**src/rtl/cd_cdd_core.sv**
```systemverilog
// -----------------------------------------------------------------------------
// cd_cdd_core
//
// Command interpreter and status generator behind the CDD 4-bit bus engine.
// Each 10-nibble command frame from the host is checksum-validated and
// executed against the drive state machine. The BCD MSF play position advances
// at 75 frames/s. TOC queries are answered from static disc info or through a
// request/ack handshake with the image loader. Every result is packed into a
// 10-nibble status word for the bus engine to send on the next IRQ.
//
// Nibble n of a frame sits at bits [4n+3:4n]:
//   n0 code, n1 report, n2..n7 MSF digits (M tens first), n8 flags, n9 checksum.
//
// Ports
//   clk_sys        system clock
//   RESET          asynchronous, active-high reset
//   COMMAND_DATA   command frame, valid with COMMAND_SEND
//   COMMAND_SEND   one-cycle command strobe; ignored while a command is in flight
//   STATUS_OUT     status frame, updated with STATUS_LATCH
//   STATUS_LATCH   one-cycle strobe, at most one every three cycles
//   TOC_FIRST/LAST BCD first/last track
//   LEADOUT_MSF    BCD lead-out position {M,S,F}
//   TOC_REQ        level request for a track start; TOC_TRACK is held while high
//   TOC_TRACK      BCD track number being requested
//   TOC_ACK        one-cycle strobe, TOC_START_MSF/TOC_TYPE valid
//   TOC_START_MSF  BCD track start {M,S,F}
//   TOC_TYPE       track type
//   CUR_MSF        BCD absolute position
//   PLAYING        high while in the PLAYING state
//
// SEEK_FRAMES must be at least 1.
// -----------------------------------------------------------------------------
module cd_cdd_core #(
    parameter int CLK_HZ      = 48000000,
    parameter int SEEK_FRAMES = 8
) (
    input  logic        clk_sys,
    input  logic        RESET,
    input  logic [39:0] COMMAND_DATA,
    input  logic        COMMAND_SEND,
    output logic [39:0] STATUS_OUT,
    output logic        STATUS_LATCH,
    input  logic [7:0]  TOC_FIRST,
    input  logic [7:0]  TOC_LAST,
    input  logic [23:0] LEADOUT_MSF,
    output logic        TOC_REQ,
    output logic [7:0]  TOC_TRACK,
    input  logic        TOC_ACK,
    input  logic [23:0] TOC_START_MSF,
    input  logic [3:0]  TOC_TYPE,
    output logic [23:0] CUR_MSF,
    output logic        PLAYING
);

    localparam logic [31:0] DIV_TC    = 32'(CLK_HZ / 75 - 1);
    localparam logic [7:0]  SEEK_LAST = 8'(SEEK_FRAMES - 1);

    // Encodings double as the status code reported in n0.
    typedef enum logic [3:0] {
        ST_STOPPED   = 4'd0,
        ST_PLAYING   = 4'd1,
        ST_SEEKING   = 4'd2,
        ST_PAUSED    = 4'd4,
        ST_TRAY_OPEN = 4'd5
    } state_t;

    // ~(sum of n0..n8) mod 16
    function automatic logic [3:0] chk_nib(input logic [35:0] w);
        logic [3:0] s;
        s = 4'd0;
        for (int i = 0; i < 9; i++) s = s + w[4*i +: 4];
        return ~s;
    endfunction

    // Two-digit BCD increment, 99 wraps to 00.
    function automatic logic [7:0] bcd2_inc(input logic [7:0] v);
        if (v == 8'h99)        return 8'h00;
        if (v[3:0] == 4'h9)    return {v[7:4] + 4'h1, 4'h0};
        return {v[7:4], v[3:0] + 4'h1};
    endfunction

    // One frame forward: F 74 -> 00 carries into S, S 59 -> 00 carries into M.
    function automatic logic [23:0] msf_inc(input logic [23:0] m);
        logic [23:0] r;
        r = m;
        if (m[7:0] == 8'h74) begin
            r[7:0] = 8'h00;
            if (m[15:8] == 8'h59) begin
                r[15:8]  = 8'h00;
                r[23:16] = bcd2_inc(m[23:16]);
            end else begin
                r[15:8] = bcd2_inc(m[15:8]);
            end
        end else begin
            r[7:0] = bcd2_inc(m[7:0]);
        end
        return r;
    endfunction

    // n8..n0 of a status word; MSF digits go most-significant first into n2..n7.
    function automatic logic [35:0] pack_status(input logic [3:0]  code,
                                                input logic [3:0]  rpt,
                                                input logic [23:0] msf,
                                                input logic [3:0]  flags);
        return {flags, msf[3:0], msf[7:4], msf[11:8], msf[15:12],
                msf[19:16], msf[23:20], rpt, code};
    endfunction

    logic [31:0] div_cnt;
    logic        tick_raw;
    logic        tick_pend;
    logic        tick_go;
    logic        accept;
    logic        busy_pipe;

    logic        vld_p0;
    logic [31:0] cmd_p0;
    logic        cmd_ok_p0;

    state_t      state_q, state_d;
    logic [23:0] cur_q, cur_d;
    logic [7:0]  seek_cnt_q, seek_cnt_d;
    logic        land_play_q, land_play_d;
    logic        toc_req_q, toc_req_d;
    logic [7:0]  toc_track_q, toc_track_d;
    logic        vld_p1, vld_p1_d;
    logic [35:0] stat_p1, stat_p1_d;
    logic        tick_emit;
    logic [23:0] tgt_msf;
    logic [23:0] cur_inc;

    logic        vld_p2;

    always_ff @(posedge clk_sys or posedge RESET) begin
        if (RESET)                 div_cnt <= '0;
        else if (div_cnt == DIV_TC) div_cnt <= '0;
        else                       div_cnt <= div_cnt + 32'd1;
    end

    assign tick_raw  = (div_cnt == DIV_TC);
    assign busy_pipe = vld_p0 | vld_p1 | vld_p2;
    assign accept    = COMMAND_SEND & ~busy_pipe & ~toc_req_q;
    // A tick waits while a command owns the pipeline, so the command's status
    // latches first and the tick lands the cycle after that latch.
    assign tick_go   = (tick_raw | tick_pend) & ~busy_pipe & ~accept;

    always_ff @(posedge clk_sys or posedge RESET) begin
        if (RESET) tick_pend <= 1'b0;
        else       tick_pend <= (tick_raw | tick_pend) & ~tick_go;
    end

    // ---- stage p0: capture and checksum decode ----
    always_ff @(posedge clk_sys or posedge RESET) begin
        if (RESET) vld_p0 <= 1'b0;
        else       vld_p0 <= accept;
    end

    always_ff @(posedge clk_sys) begin
        if (accept) begin
            cmd_p0    <= COMMAND_DATA[31:0];
            cmd_ok_p0 <= (COMMAND_DATA[39:36] == chk_nib(COMMAND_DATA[35:0]));
        end
    end

    // ---- stage p1: drive state machine and status pack ----
    assign tgt_msf = {cmd_p0[11:8], cmd_p0[15:12], cmd_p0[19:16],
                      cmd_p0[23:20], cmd_p0[27:24], cmd_p0[31:28]};
    assign cur_inc = msf_inc(cur_q);

    always_comb begin
        state_d     = state_q;
        cur_d       = cur_q;
        seek_cnt_d  = seek_cnt_q;
        land_play_d = land_play_q;
        toc_req_d   = toc_req_q;
        toc_track_d = toc_track_q;
        vld_p1_d    = 1'b0;
        stat_p1_d   = stat_p1;
        tick_emit   = 1'b0;

        if (vld_p0) begin
            vld_p1_d = 1'b1;
            if (!cmd_ok_p0) begin
                stat_p1_d = pack_status(state_q, 4'h0, cur_q, 4'h1);
            end else begin
                case (cmd_p0[3:0])
                    4'd1: begin
                        state_d = ST_STOPPED;
                        cur_d   = '0;
                    end
                    4'd3, 4'd4: begin
                        state_d     = ST_SEEKING;
                        cur_d       = tgt_msf;
                        seek_cnt_d  = '0;
                        land_play_d = (cmd_p0[3:0] == 4'd3);
                    end
                    4'd6:  if (state_q == ST_PLAYING)   state_d = ST_PAUSED;
                    4'd7:  if (state_q == ST_PAUSED)    state_d = ST_PLAYING;
                    4'd12: if (state_q == ST_TRAY_OPEN) state_d = ST_STOPPED;
                    4'd13: state_d = ST_TRAY_OPEN;
                    default: ;
                endcase
                stat_p1_d = pack_status(state_d, 4'h0, cur_d, 4'h0);
                if (cmd_p0[3:0] == 4'd2) begin
                    case (cmd_p0[7:4])
                        4'd3: stat_p1_d = pack_status(state_q, 4'd3, LEADOUT_MSF, 4'h0);
                        4'd4: stat_p1_d = pack_status(state_q, 4'd4,
                                                      {TOC_FIRST, TOC_LAST, 8'h00}, 4'h0);
                        4'd5: begin
                            // Reply is deferred until the loader acks.
                            vld_p1_d    = 1'b0;
                            toc_req_d   = 1'b1;
                            toc_track_d = {cmd_p0[11:8], cmd_p0[15:12]};
                        end
                        default: stat_p1_d = pack_status(state_q, cmd_p0[7:4], 24'h0, 4'h0);
                    endcase
                end
            end
        end else if (toc_req_q && TOC_ACK) begin
            toc_req_d = 1'b0;
            vld_p1_d  = 1'b1;
            stat_p1_d = pack_status(state_q, 4'd5, TOC_START_MSF, TOC_TYPE);
        end

        if (tick_go) begin
            case (state_q)
                ST_SEEKING: begin
                    if (seek_cnt_q == SEEK_LAST) begin
                        state_d   = land_play_q ? ST_PLAYING : ST_PAUSED;
                        tick_emit = 1'b1;
                    end else begin
                        seek_cnt_d = seek_cnt_q + 8'd1;
                    end
                end
                ST_PLAYING: begin
                    tick_emit = 1'b1;
                    if (cur_q >= LEADOUT_MSF) begin
                        state_d = ST_STOPPED;
                    end else begin
                        cur_d = cur_inc;
                        if (cur_inc >= LEADOUT_MSF) state_d = ST_STOPPED;
                    end
                end
                default: ;
            endcase
            // While a TOC reply is owed, ticks only move the position so the
            // reply keeps its slot in the status stream.
            if (tick_emit && !toc_req_q) begin
                vld_p1_d  = 1'b1;
                stat_p1_d = pack_status(state_d, 4'h0, cur_d, 4'h0);
            end
        end
    end

    always_ff @(posedge clk_sys or posedge RESET) begin
        if (RESET) begin
            state_q     <= ST_STOPPED;
            cur_q       <= '0;
            seek_cnt_q  <= '0;
            land_play_q <= 1'b0;
            toc_req_q   <= 1'b0;
            toc_track_q <= '0;
            vld_p1      <= 1'b0;
        end else begin
            state_q     <= state_d;
            cur_q       <= cur_d;
            seek_cnt_q  <= seek_cnt_d;
            land_play_q <= land_play_d;
            toc_req_q   <= toc_req_d;
            toc_track_q <= toc_track_d;
            vld_p1      <= vld_p1_d;
        end
    end

    always_ff @(posedge clk_sys) begin
        stat_p1 <= stat_p1_d;
    end

    // ---- stage p2: checksum and latch ----
    always_ff @(posedge clk_sys or posedge RESET) begin
        if (RESET) begin
            vld_p2     <= 1'b0;
            STATUS_OUT <= 40'hF000000000;
        end else begin
            vld_p2 <= vld_p1;
            if (vld_p1) STATUS_OUT <= {chk_nib(stat_p1), stat_p1};
        end
    end

    assign STATUS_LATCH = vld_p2;
    assign TOC_REQ      = toc_req_q;
    assign TOC_TRACK    = toc_track_q;
    assign CUR_MSF      = cur_q;
    assign PLAYING      = (state_q == ST_PLAYING);

endmodule

```
**config.mk**
```make
export PLATFORM = sky130hd
export DESIGN_NAME = cd_cdd_core
export DESIGN_NICKNAME = d
export VERILOG_FILES = /design/src/rtl/cd_cdd_core.sv
export SDC_FILE = /design/constraint.sdc
export NUM_CORES = 1
export LEC_CHECK = 0
export BUFFER_PORTS_ARGS = -buffer_cell sky130_fd_sc_hd__buf_4
export CAP_MARGIN = 20
export CORE_MARGIN = 2
export CORE_UTILIZATION = 50
export DETAILED_ROUTE_END_ITERATION = 8
export PLACE_DENSITY = 0.74
export RECOVER_POWER = 100
export SLEW_MARGIN = 25
export SYNTH_ARGS = -nofsm -noshare
export SYNTH_HDL_FRONTEND = slang
export SYNTH_SLANG_ARGS = --single-unit
```
**constraint.sdc**
```tcl
create_clock -name clk_sys -period 4.4 [get_ports clk_sys]
set_input_delay 0.88 -clock clk_sys [delete_from_list [all_inputs] [get_ports clk_sys]]
set_output_delay 0.88 -clock clk_sys [all_outputs]
set_load 0.01 [all_outputs]
```
==> summary.md, run 1 <==
| Metric | Value |
|---|---|
| Crit path max fanout | 3 |
| Placer Congestion | between 1 and 1.5 |
| Total die area | about 25000 sq um |
| Syn Std Cell Area | roughly 12000 sq um |
| Hold Path Cell Cnt | 2 |
| CP cell instances | inv_1 -> fa_1 -> inv_1 -> fa_1 -> inv_1 -> fa_1 -> fa_1 -> inv_1 -> ha_1 -> xor2_1 -> xnor2_1 -> xnor2_1 -> xnor2_1 -> xnor2_1 -> a21oi_1 |
| Register clock-pin slew on the reported worst setup and hold paths | roughly 0.08 ns |
| Initial antenna violation count | 0 |
| Status | finished with violations |
| Final net count | 1587 |
| WL/cell | approximately 22 microns |
| Core Box Area | approximately 24000 sq um |
| Mapped Cells | ~1200 |
| Crit path kind | register to register |
| Syn Nets | 1411 |
| Final worst path period need | just under 4 ns |
| Post-synthesis sequential area ratio | 0.395 |
| EDFF count, synth | 33 |
| Row count | 56 |
| Worst path max stage delay | ~0.58 ns |
| DRC | 0 |
| Worst r2r path cells | 15 |
| Peak supply drop | between 0.7 and 0.8 mV |
| Fin. Hold Viols | 0 |
| Diode count | 0 |
| Lkg Pwr | between 6 and 7 nW |
| Postcts setup bufs | 0 |
| Pin count of the biggest net entering global routing | between 40 and 50 |
| Worst Tran Pin Value | 2.33 ns |
| CTS max path bufs | 2 |
| Clock Latency Late Sink | ~0.45 ns |
| CP Capture Type | register |
| Failing checks | capacitance limit, slew limit |
| Final Core Density | 0.594 |
| RSZ-0062 raised after global routing | no |
| #FFs+latches synth | around 190 |
| Via/cell ratio | between 6 and 7 |
| Routing usage on met3 | 0.0805 |
| P&R area growth vs syn | 16.3% |
| Initial Utilization | 0.511 |
| DR iter-0 viols | 1100 |
| Max_cap viols | 6 |
| Synthesized area per cell | 10.1 sq um |
| Slew margin rel. | -0.551 |
| Largest area contributor in the netlist | dfrtp_1 |
| CTS root buf | clkbuf_16 |
| Slew Viols, Final | about 210 |
| Gr busiest metal | met2 |
| Die X | roughly 160 microns |
| Post-synth top area share | 0.245 |
| FILL cells | approximately 2100 |
| Number of top-level pins | ~190 |
| DR pass1 iterations | 6 |
| Min-Delay Path Class | register to register |
| DP Wirelength | 28.2 mm |
| Global Route Usage Sum | 0.296 |
| Critical path launch point type | register |
| Post-synth ARST share | 0.639 |
| GR Layer Usage met2 | 0.449 |
| Yosys warns | 0 |
| Count of hold-fix buffers inserted at cts | 0 |
| Peak Freq | 0.254 GHz |
| CTS Sinks | ~190 |
| Reg2reg start | stat_p1[13] |
| M1 GR Usage | 0.416 |
| DIE HEIGHT | 159 microns |
| CP max stage cell | fa_1 |
| Worst Path Required | between 4 and 5 ns |
| Drt total wl | between 30 and 40 mm |
| GR Overflow Total | 0 |
| Synth cell types | about 80 |
| Period utilization | 0.895 |
| H-tree level count | 4 |
| HP Start | STATUS_OUT[36] |
| Routed Antenna Nets | 0 |
| Power Density | approximately 660 nW/um^2 |
| Vias in the first global route | a little over 10000 |
| Resized cells post-CTS | 0 |
| Most common library cells after synthesis | dfrtp_1, inv_1, nand2_1 |
| IO buf count | ~190 |
| Setup TNS | 0 ns |
| Layout cells sized above 1 | 0.149 |
| CTS Buf Count | 17 |
| First-pass GRT wire length | 58.6 mm |
| Hold path endpoint | STATUS_OUT[36] |
| CTS tree | built |
| Data arrival, critical path | approximately 4.2 ns |
| Synth top area cells | dfrtp_1, edfxtp_1, ha_1 |
| Post-synth top flop | dfrtp_1 |
| R2R Setup Slk | between 0.4 and 0.5 ns |
| Detailed-route via count | ~10000 |
| FF-to-FF End | STATUS_OUT[39] |
| Top-count cell post-synth | dfrtp_1 |
| Final Skew | 0.0122 ns |
| Final setup violation count | 0 |
[per-stage QoR]
step / hold WS (ns) / cell area [sq um] / setup slack [ns] / std cells / power (mW)
global placement: 0.460 / 13900 / 0.173 / 1672 / 7.59
CTS: 0.473 / 14500 / 0.535 / 1704 / 9.47
detailed placement: 0.457 / 13900 / 0.0931 / 1672 / 7.75
global route: 0.500 / 14000 / 0.297 / 1704 / 9.98
floorplan: 0.352 / 12100 / 0.284 / 1196 / 6.07
finish: 0.475 / 14000 / 0.461 / 1704 / 9.28
[how the worst max path moves through the flow]
stage | startpoint | endpoint | slack (ns)
3_5_place_dp | COMMAND_DATA[2] | cmd_ok_p0 | 0.09
2_1_floorplan | RESET | CUR_MSF[0] | 0.28
4_1_cts | COMMAND_DATA[2] | cmd_ok_p0 | 0.54
5_1_grt | stat_p1[13] | STATUS_OUT[39] | 0.30
6_report | stat_p1[13] | STATUS_OUT[39] | 0.46
3_3_place_gp | COMMAND_DATA[2] | cmd_ok_p0 | 0.17
[power breakdown]
part	internal [mW]	switching, mW	total (mW)
clock	0.861	0.810	1.67
sequential	2.28	0.678	2.96
combinational	2.11	2.55	4.65
[layer usage]
metal	wire length (microns)	part of all wire
met2	16500	0.44
met5	0	0
met4	1070	0.028
met3	4030	0.11
met1	16000	0.43
[registers in the layout, summed over array words and instances, names as in the netlist, 4 cells and up]
register / flops
stat_p1: 36
STATUS_OUT: 40
div_cnt: 32
seek_cnt_q: 8
cmd_p0: 32
CUR_MSF: 24
TOC_TRACK: 8
state_q: 4
[cell families after synthesis]
group | count (synthesis) | synth area share
buffers and inverters | 152 | 0.0494
AO/OA/AOI/OAI | 283 | 0.160
flip-flops | 191 | 0.395
XOR/XNOR | 74 | 0.0537
multiplexers | 98 | 0.0869
AND/OR/NAND/NOR | 295 | 0.128
adder cells (fa/ha/maj) | 103 | 0.127
[area by class of cell]
type	instances	area [sq um]	area share
repair buffers	210	1150	0.0820
clock buffers	18	450	0.0321
inverters	99	373	0.0266
clock inverters	14	180	0.0128
flip-flops and latches	191	4770	0.340
well taps	319	399	0.0285
multi-input cells	853	6700	0.478
[critical path: cells and delay by family, from the launching register on]
| family | cells | cell delay [ns] |
|---|---|---|
| flops | 1 | 0.43 |
| compound gates | 1 | 0.08 |
| buf+inv | 4 | 0.26 |
| fa+ha+maj | 5 | 2.21 |
| xor+xnor | 5 | 0.81 |
[cell usage in the layout, fill, tap and decap left out, drive strengths merged, types with 54 or more instances in the layout]
cell / instances
clkbuf: 133
a21oi: 60
o21ai: 61
nor2: 63
mux2: 54
ha: 71
buf: 95
nand2: 83
inv: 107
xnor2: 56
dfrtp: 118
Power figures use the tool's default switching activity.
==> run 2: changes to the inputs <==
--- a/config.mk
+++ b/config.mk
@@ -7,10 +7,12 @@
 export LEC_CHECK = 0
 export BUFFER_PORTS_ARGS = -buffer_cell sky130_fd_sc_hd__buf_4
 export CAP_MARGIN = 20
+export CELL_PAD_IN_SITES_DETAIL_PLACEMENT = 1
+export CELL_PAD_IN_SITES_GLOBAL_PLACEMENT = 2
 export CORE_MARGIN = 2
-export CORE_UTILIZATION = 50
+export CORE_UTILIZATION = 33
 export DETAILED_ROUTE_END_ITERATION = 8
-export PLACE_DENSITY = 0.74
+export PLACE_DENSITY_LB_ADDON = 0.1
 export RECOVER_POWER = 100
 export SLEW_MARGIN = 25
 export SYNTH_ARGS = -nofsm -noshare
==> run 2 against run 1 <==
Compared with the run above:
- clock skew rose by 0.00055 ns
- flip-flop and latch count is the same
- the run still ends with capacitance limit, slew limit left
- combinational power is 5.6% higher
- die area up 50%
- non-clock buffer count grew 27
- via count is 1.7% lower
- cell count increased by 10%
- sequential share of layout area shrank 0.85 points
- maximum frequency shrank 1.6%
- worst hold slack got worse by 0.0011 ns
- global-route usage decreased by 5.5 points
==> summary.md, run 2 (synthesis gave the netlist of run 1 again) <==
| Metric | Value |
|---|---|
| Worst Tran Pin Value | 3.01 ns (was 2.33 ns) |
| Resized cells post-CTS | 0 (unchanged) |
| FILL cells | 4143 (was 2097) |
| Peak supply drop | 0.447 mV (was 0.782 mV) |
| GR Overflow Total | 0 (unchanged) |
| Critical path launch point type | register (unchanged) |
| Failing checks | capacitance limit, slew limit (unchanged) |
| Final Core Density | 0.396 (was 0.594) |
| Layout cells sized above 1 | 0.165 (was 0.149) |
| Initial antenna violation count | 0 (unchanged) |
| Final net count | 1614 (was 1587) |
| Fin. Hold Viols | 0 (unchanged) |
| Number of top-level pins | 187 (unchanged) |
| Row count | 70 (was 56) |
| CTS Buf Count | 17 (unchanged) |
| Vias in the first global route | 10800 (was 10200) |
| CTS tree | built (unchanged) |
| DR iter-0 viols | 591 (was 1100) |
| RSZ-0062 raised after global routing | no (unchanged) |
| Lkg Pwr | 6.33 nW (was 6.19 nW) |
| Routed Antenna Nets | 0 (unchanged) |
| Setup TNS | 0 ns (unchanged) |
| First-pass GRT wire length | 69.0 mm (was 58.6 mm) |
| Final worst path period need | 4.00 ns (was 3.94 ns) |
| P&R area growth vs syn | 19.3% (was 16.3%) |
| Final Skew | 0.0128 ns (was 0.0122 ns) |
| Top flop regs | STATUS_OUT: 40 flops, stat_p1: 36 flops (unchanged) |
| Via/cell ratio | 5.45 (was 6.12) |
| DRC | 0 (unchanged) |
| WHS | 0.474 ns (was 0.475 ns) |
| WL/cell | 24.0 microns (was 22.0 microns) |
| IO buf count | 186 (unchanged) |
| Pin count of the biggest net entering global routing | 69 (was 47) |
| Max_cap viols | 4 (was 6) |
| Data arrival, critical path | 4.37 ns (was 4.22 ns) |
| Total die area | 38100 sq um (was 25400 sq um) |
| Core Box Area | 36300 sq um (was 23600 sq um) |
| Detailed-route via count | 10300 (was 10400) |
| Global Route Usage Sum | 0.242 (was 0.296) |
| H-tree level count | 4 (unchanged) |
| Power Density | 651 nW/um^2 (was 662 nW/um^2) |
| DP Wirelength | 35.0 mm (was 28.2 mm) |
| CTS Sinks | 191 (unchanged) |
| Crit path kind | register to register (unchanged) |
| Clock Latency Late Sink | 0.45 ns (about the same) |
| Largest register FFs | 40 (unchanged) |
| Pwr Total | 9.37 mW (was 9.28 mW) |
| Crit path max fanout | 15 (was 3) |
| Register clock-pin slew on the reported worst setup and hold paths | 0.07 ns (was 0.08 ns) |
| Diode count | 0 (unchanged) |
| CTS root buf | clkbuf_16 (unchanged) |
| CTS max path bufs | 2 (unchanged) |
| Slew Viols, Final | 178 (was 211) |
| Final setup violation count | 0 (unchanged) |
| Period utilization | 0.909 (was 0.895) |
| Leading cell types in the layout, fill and taps excluded | buf_4, dfrtp_1, clkbuf_1, inv_1, nand2_1 (was dfrtp_1, clkbuf_1, inv_1, buf_4, nand2_1) |
| Worst Path Required | 4.77 ns (was 4.69 ns) |
| DR pass1 iterations | 5 (was 6) |
| Postcts setup bufs | 0 (unchanged) |
| R2R Setup Slk | 0.40 ns (was 0.46 ns) |
| DIE HEIGHT | 195 microns (was 159 microns) |
| Placer Congestion | 0.852 (was 1.01) |
| Peak Freq | 0.250 GHz (was 0.254 GHz) |
| Initial Utilization | 0.332 (was 0.511) |
| Slew margin rel. | -1.01 (was -0.551) |
| Drt total wl | 45.1 mm (was 37.6 mm) |
| Commonest non-fill, non-tap cell in the layout | buf_4 (was dfrtp_1) |
| Top reg by flops | STATUS_OUT (unchanged) |
| Status | finished with violations (unchanged) |
| CP Capture Type | register (unchanged) |
| Min-Delay Path Class | register to register (unchanged) |
| Die X | 195 microns (was 159 microns) |
| Count of hold-fix buffers inserted at cts | 0 (unchanged) |
run 2: cell types whose count changed in the layout (fill, tap and decap cells not counted), moves of 2 or more:
cell | before | now
clkinv_2 | 0 | 3
clkbuf_8 | 0 | 2
clkbuf_1 | 113 | 111
clkinv_4 | 1 | 4
clkinv_8 | 2 | 0
inv_8 | 6 | 0
dfstp_1 | 2 | 4
dfstp_2 | 2 | 0
buf_4 | 95 | 123
run 2: where the power goes:
| part | leakage [nW] | switching (mW) | total [mW] | internal, mW |
|---|---|---|---|---|
| Combinational | 3.88 | 2.71 | 4.91 | 2.20 |
| Clock | 0.293 | 0.751 | 1.60 | 0.851 |
| Sequential | 2.15 | 0.580 | 2.86 | 2.28 |
| Total | 6.33 | 4.04 | 9.37 | 5.33 |
run 2: area by class of cell:
| type | instances | area (sq um) | share of cell area |
|---|---|---|---|
| well taps | 468 | 586 | 0.0407 |
| repair buffers | 237 | 1370 | 0.0955 |
| flip-flops and latches | 191 | 4770 | 0.332 |
| clock buffers | 21 | 482 | 0.0335 |
| inverters | 99 | 372 | 0.0258 |
| clock inverters | 11 | 104 | 0.00722 |
| multi-input cells | 853 | 6700 | 0.466 |
run 2: final timing paths:
| path | cells after the start | end | from |
|---|---|---|---|
| worst max register to register | 10 | CUR_MSF[11] | CUR_MSF[13] |
| min in group asynchronous | 2 | TOC_TRACK[7] | RESET |
| max in group asynchronous | 2 | vld_p1 | RESET |
| worst max-delay path | 10 | CUR_MSF[11] | CUR_MSF[13] |
| worst min-delay path | 1 | div_cnt[31] | div_cnt[31] |
| worst min register to register | 1 | div_cnt[31] | div_cnt[31] |
run 2: critical path: stages (launching register included):
cell      delay [ns]
dfrtp_1         0.36
clkbuf_1        0.35
ha_1            0.33
a21oi_1         0.16
o21ai_0         0.12
a221oi_1        0.40
o211ai_1        0.18
or2_2           0.35
nor2_2          0.89
clkbuf_1        0.52
mux2i_1         0.25
run 2: per-stage QoR:
| step | cell area [sq um] | setup slack (ns) | instances |
|---|---|---|---|
| after floorplan | 12100 | 0.284 | 1196 |
| after global placement | 14300 | 0.135 | 1848 |
| after detailed placement | 14300 | 0.0912 | 1848 |
| after CTS | 14900 | 0.478 | 1880 |
| after global routing | 14400 | 0.213 | 1880 |
| final | 14400 | 0.398 | 1880 |
run 2: metal layers:
metal,GRT usage,share of wire
met1,0.345,0.48
met2,0.367,0.44
met3,0.0546,0.066
met4,0.0653,0.021
met5,0,0
==> run 3: changes to the inputs <==
--- a/config.mk
+++ b/config.mk
@@ -5,12 +5,13 @@
 export SDC_FILE = /design/constraint.sdc
 export NUM_CORES = 1
 export LEC_CHECK = 0
+export ABC_AREA = 1
 export BUFFER_PORTS_ARGS = -buffer_cell sky130_fd_sc_hd__buf_4
 export CAP_MARGIN = 20
 export CELL_PAD_IN_SITES_DETAIL_PLACEMENT = 1
 export CELL_PAD_IN_SITES_GLOBAL_PLACEMENT = 2
 export CORE_MARGIN = 2
-export CORE_UTILIZATION = 33
+export CORE_UTILIZATION = 30
 export DETAILED_ROUTE_END_ITERATION = 8
 export PLACE_DENSITY_LB_ADDON = 0.1
 export RECOVER_POWER = 100
==> constraint.sdc (replaced) <==
create_clock -name clk_sys -period 4.4 [get_ports clk_sys]
set_input_delay 0.66 -clock clk_sys [delete_from_list [all_inputs] [get_ports clk_sys]]
set_output_delay 0.66 -clock clk_sys [all_outputs]
set_load 0.01 [all_outputs]
==> run 3 against run 2 <==
Compared with the run above:
- the flow still finishes with violations (capacitance limit, slew limit)
- synthesized cell count increased by 46%
- utilization decreased by 3.9 points
- total power increased by 2.9%
- sequential power decreased by 2%
- worst setup slack improved by 0.031 ns
- via count increased by 19%
- non-clock buffer count decreased by 20
- critical path depth increased by 1
- critical endpoint is now stat_p1[21]
- highest routed layer unchanged
==> summary.md, run 3 <==
| Metric | Value |
|---|---|
| Status | finished with violations (unchanged) |
| Failing checks | capacitance limit, slew limit (unchanged) |
| Synthesized area per cell | 7.52 sq um (was 10.1 sq um) |
| Register clock-pin slew on the reported worst setup and hold paths | 0.07 ns (about the same) |
| Worst Tran Pin Value | 2.01 ns (was 3.01 ns) |
| Leading cell types in the layout, fill and taps excluded | nand2_1, inv_1, nand3_1, dfrtp_1, clkbuf_1 (was buf_4, dfrtp_1, clkbuf_1, inv_1, nand2_1) |
| CTS Sinks | 191 (unchanged) |
| Post-synth top area share | 0.226 (was 0.245) |
| Synth Area in Simple Gates | 0.262 (was 0.128) |
| Synth top area cells | dfrtp_1, nand2_1, edfxtp_1 (was dfrtp_1, edfxtp_1, ha_1) |
| Crit path max fanout | 20 (was 15) |
| Setup TNS | 0 ns (unchanged) |
| P&R area growth vs syn | 17.6% (was 19.3%) |
| Largest area contributor in the netlist | dfrtp_1 (unchanged) |
| Die X | 213 microns (was 195 microns) |
| Top-count cell post-synth | nand2_1 (was dfrtp_1) |
| Period utilization | 0.902 (was 0.909) |
| EDFF count, synth | 33 (unchanged) |
| Slew margin rel. | -0.342 (was -1.01) |
| Lkg Pwr | 7.46 nW (was 6.33 nW) |
| Synth Area in Compound Gates | 0.112 (was 0.160) |
| Commonest non-fill, non-tap cell in the layout | nand2_1 (was buf_4) |
| H-tree level count | 4 (unchanged) |
| Xor/xnor share of the synthesized area | 0.0422 (was 0.0537) |
| GR Overflow Total | 0 (unchanged) |
| Row count | 76 (was 70) |
| Final Skew | 0.0108 ns (was 0.0128 ns) |
| Postcts setup bufs | 0 (unchanged) |
| Post-synth top flop | dfrtp_1 (unchanged) |
| Drt total wl | 50.4 mm (was 45.1 mm) |
| CTS Buf Count | 17 (unchanged) |
| Global Route Usage Sum | 0.229 (was 0.242) |
| Final net count | 2139 (was 1614) |
| #FFs+latches synth | 191 (unchanged) |
| CP Capture Type | register (unchanged) |
| Core Box Area | 43100 sq um (was 36300 sq um) |
| CP max stage cell | clkbuf_1 (was nor2_2) |
| First-pass GRT wire length | 76.9 mm (was 69.0 mm) |
| Final setup violation count | 0 (unchanged) |
| Final worst path period need | 3.97 ns (was 4.00 ns) |
| Placer Congestion | 0.887 (was 0.852) |
| CP most frequent cell | nand2_1 (was clkbuf_1) |
| Detailed-route via count | 12300 (was 10300) |
| Clock Latency Late Sink | 0.48 ns (was 0.45 ns) |
| Mapped Cells | 1741 (was 1196) |
| Synth Area in Adders | 0.117 (was 0.127) |
| Pin count of the biggest net entering global routing | 69 (unchanged) |
| Slew Viols, Final | 129 (was 178) |
| Peak supply drop | 0.394 mV (was 0.447 mV) |
| Via/cell ratio | 4.86 (was 5.45) |
| Pwr Total | 9.64 mW (was 9.37 mW) |
| IO buf count | 186 (unchanged) |
| Syn Std Cell Area | 13100 sq um (was 12100 sq um) |
| WL/cell | 20.0 microns (was 24.0 microns) |
| Vias in the first global route | 12700 (was 10800) |
| Diode count | 0 (unchanged) |
| Worst Path Required | 4.81 ns (was 4.77 ns) |
| Routed Antenna Nets | 0 (unchanged) |
| Peak Freq | 0.252 GHz (was 0.250 GHz) |
| Crit path kind | register to register (unchanged) |
| FILL cells | 5394 (was 4143) |
| Most common library cells after synthesis | nand2_1, inv_1, nand3_1 (was dfrtp_1, inv_1, nand2_1) |
| Number of top-level pins | 187 (unchanged) |
| CTS max path bufs | 2 (unchanged) |
| DP Wirelength | 40.6 mm (was 35.0 mm) |
| DRC | 0 (unchanged) |
| Largest family of logic cells by synthesized area | simple AND/OR/NAND/NOR gates (was compound AO/OA/AOI/OAI gates) |
| Total die area | 45300 sq um (was 38100 sq um) |
| Initial antenna violation count | 0 (unchanged) |
| Top flop regs | STATUS_OUT: 40 flops, stat_p1: 36 flops (unchanged) |
| Power Density | 626 nW/um^2 (was 651 nW/um^2) |
| Final Core Density | 0.357 (was 0.396) |
| Yosys warns | 0 (unchanged) |
| Syn Nets | 1956 (was 1411) |
| DR pass1 iterations | 5 (unchanged) |
| Layout cells sized above 1 | 0.0821 (was 0.165) |
| Initial Utilization | 0.304 (was 0.332) |
| Fin. Hold Viols | 0 (unchanged) |
| Largest register FFs | 40 (unchanged) |
| Count of hold-fix buffers inserted at cts | 0 (unchanged) |
| DR iter-0 viols | 682 (was 591) |
| Resized cells post-CTS | 0 (unchanged) |
| Post-synth ARST share | 0.639 (unchanged) |
| Post-synthesis sequential area ratio | 0.364 (was 0.395) |
| DIE HEIGHT | 213 microns (was 195 microns) |
| Worst path max stage delay | 0.79 ns (was 0.89 ns) |
| Critical path launch point type | register (unchanged) |
| CTS tree | built (unchanged) |
| Top reg by flops | STATUS_OUT (unchanged) |
| Mux cell area share after synthesis | 0.00688 (was 0.0869) |
| CP cell instances | clkbuf_1 -> ha_1 -> nand2_1 -> nor2_1 -> nand2_1 -> nor3_1 -> nor2_1 -> nand2_1 -> clkbuf_1 -> o21ai_0 -> o21ai_0 (was clkbuf_1 -> ha_1 -> a21oi_1 -> o21ai_0 -> a221oi_1 -> o211ai_1 -> or2_2 -> nor2_2 -> clkbuf_1 -> mux2i_1) |
| Data arrival, critical path | 4.38 ns (was 4.37 ns) |
| Max_cap viols | 4 (unchanged) |
| CTS root buf | clkbuf_16 (unchanged) |
| RSZ-0062 raised after global routing | no (unchanged) |
| Min-Delay Path Class | input port to async pin (was register to register) |
| Synth cell types | 52 (was 79) |
[run 3: cell type report]
| class | count | area, sq um | area share |
|---|---|---|---|
| multi-input combinational | 1229 | 7010 | 0.456 |
| sequential | 191 | 4770 | 0.310 |
| timing repair buffer | 217 | 1240 | 0.0806 |
| inverter | 268 | 1020 | 0.0661 |
| tap | 585 | 732 | 0.0476 |
| clock buffer | 27 | 577 | 0.0375 |
| clock inverter | 5 | 38.8 | 0.00252 |
[run 3: through the flow]
stage / setup WS, ns / area, sq um / hold slack (ns) / cells
floorplan: 0.493 / 13100 / 0.352 / 1741
finish: 0.430 / 15400 / 0.366 / 2522
CTS: 0.613 / 15800 / 0.329 / 2521
global placement: 0.198 / 15200 / 0.454 / 2489
global route: 0.250 / 15400 / 0.393 / 2522
detailed placement: 0.150 / 15200 / 0.459 / 2489
[run 3: cells by family (layout without fill, tap and decap cells)]
| family | Yosys count | in the layout |
|---|---|---|
| buffers and inverters | 321 | 517 |
| DFF | 191 | 191 |
| adders and majority gates | 103 | 103 |
| muxes | 9 | 9 |
| AOI/OAI and AO/OA | 262 | 262 |
| xor gates and xnor gates | 63 | 63 |
| and+or+nand+nor | 792 | 792 |
[run 3: worst max-delay path, delay by kind of cell (launching register included)]
kind                       cells  cell delay, ns
buffers and inverters          2            1.06
and+or+nand+nor                6            1.49
adders and majority gates      1            0.37
DFF                            1            0.37
AOI/OAI and AO/OA              2            0.60
[run 3: routing by layer]
| metal | GRT usage | wire, microns | vias up |
|---|---|---|---|
| met3 | 0.0440 | 2650 | 39 |
| met5 | 0 | 0 | - |
| met2 | 0.341 | 21400 | 294 |
| met1 | 0.333 | 25200 | 5900 |
| li1 | - | - | 6019 |
| met4 | 0.0726 | 1230 | 0 |
[run 3: power breakdown]
group / internal (mW) / switching, mW
logic: 1.99 / 3.22
registers: 2.28 / 0.512
clock network: 0.904 / 0.728
total: 5.18 / 4.46
[run 3: final timing paths]
check,startpoint,endpoint,slack (ns),depth (start not counted)
min in group clk_sys,COMMAND_DATA[22],cmd_p0[22],0.41,1
min reg2reg,STATUS_OUT[4],STATUS_OUT[4],0.47,2
max reg2reg,CUR_MSF[20],stat_p1[21],0.43,11
max,CUR_MSF[20],stat_p1[21],0.43,11
max in group asynchronous,RESET,STATUS_OUT[14],2.02,3
min,RESET,STATUS_OUT[4],0.37,2
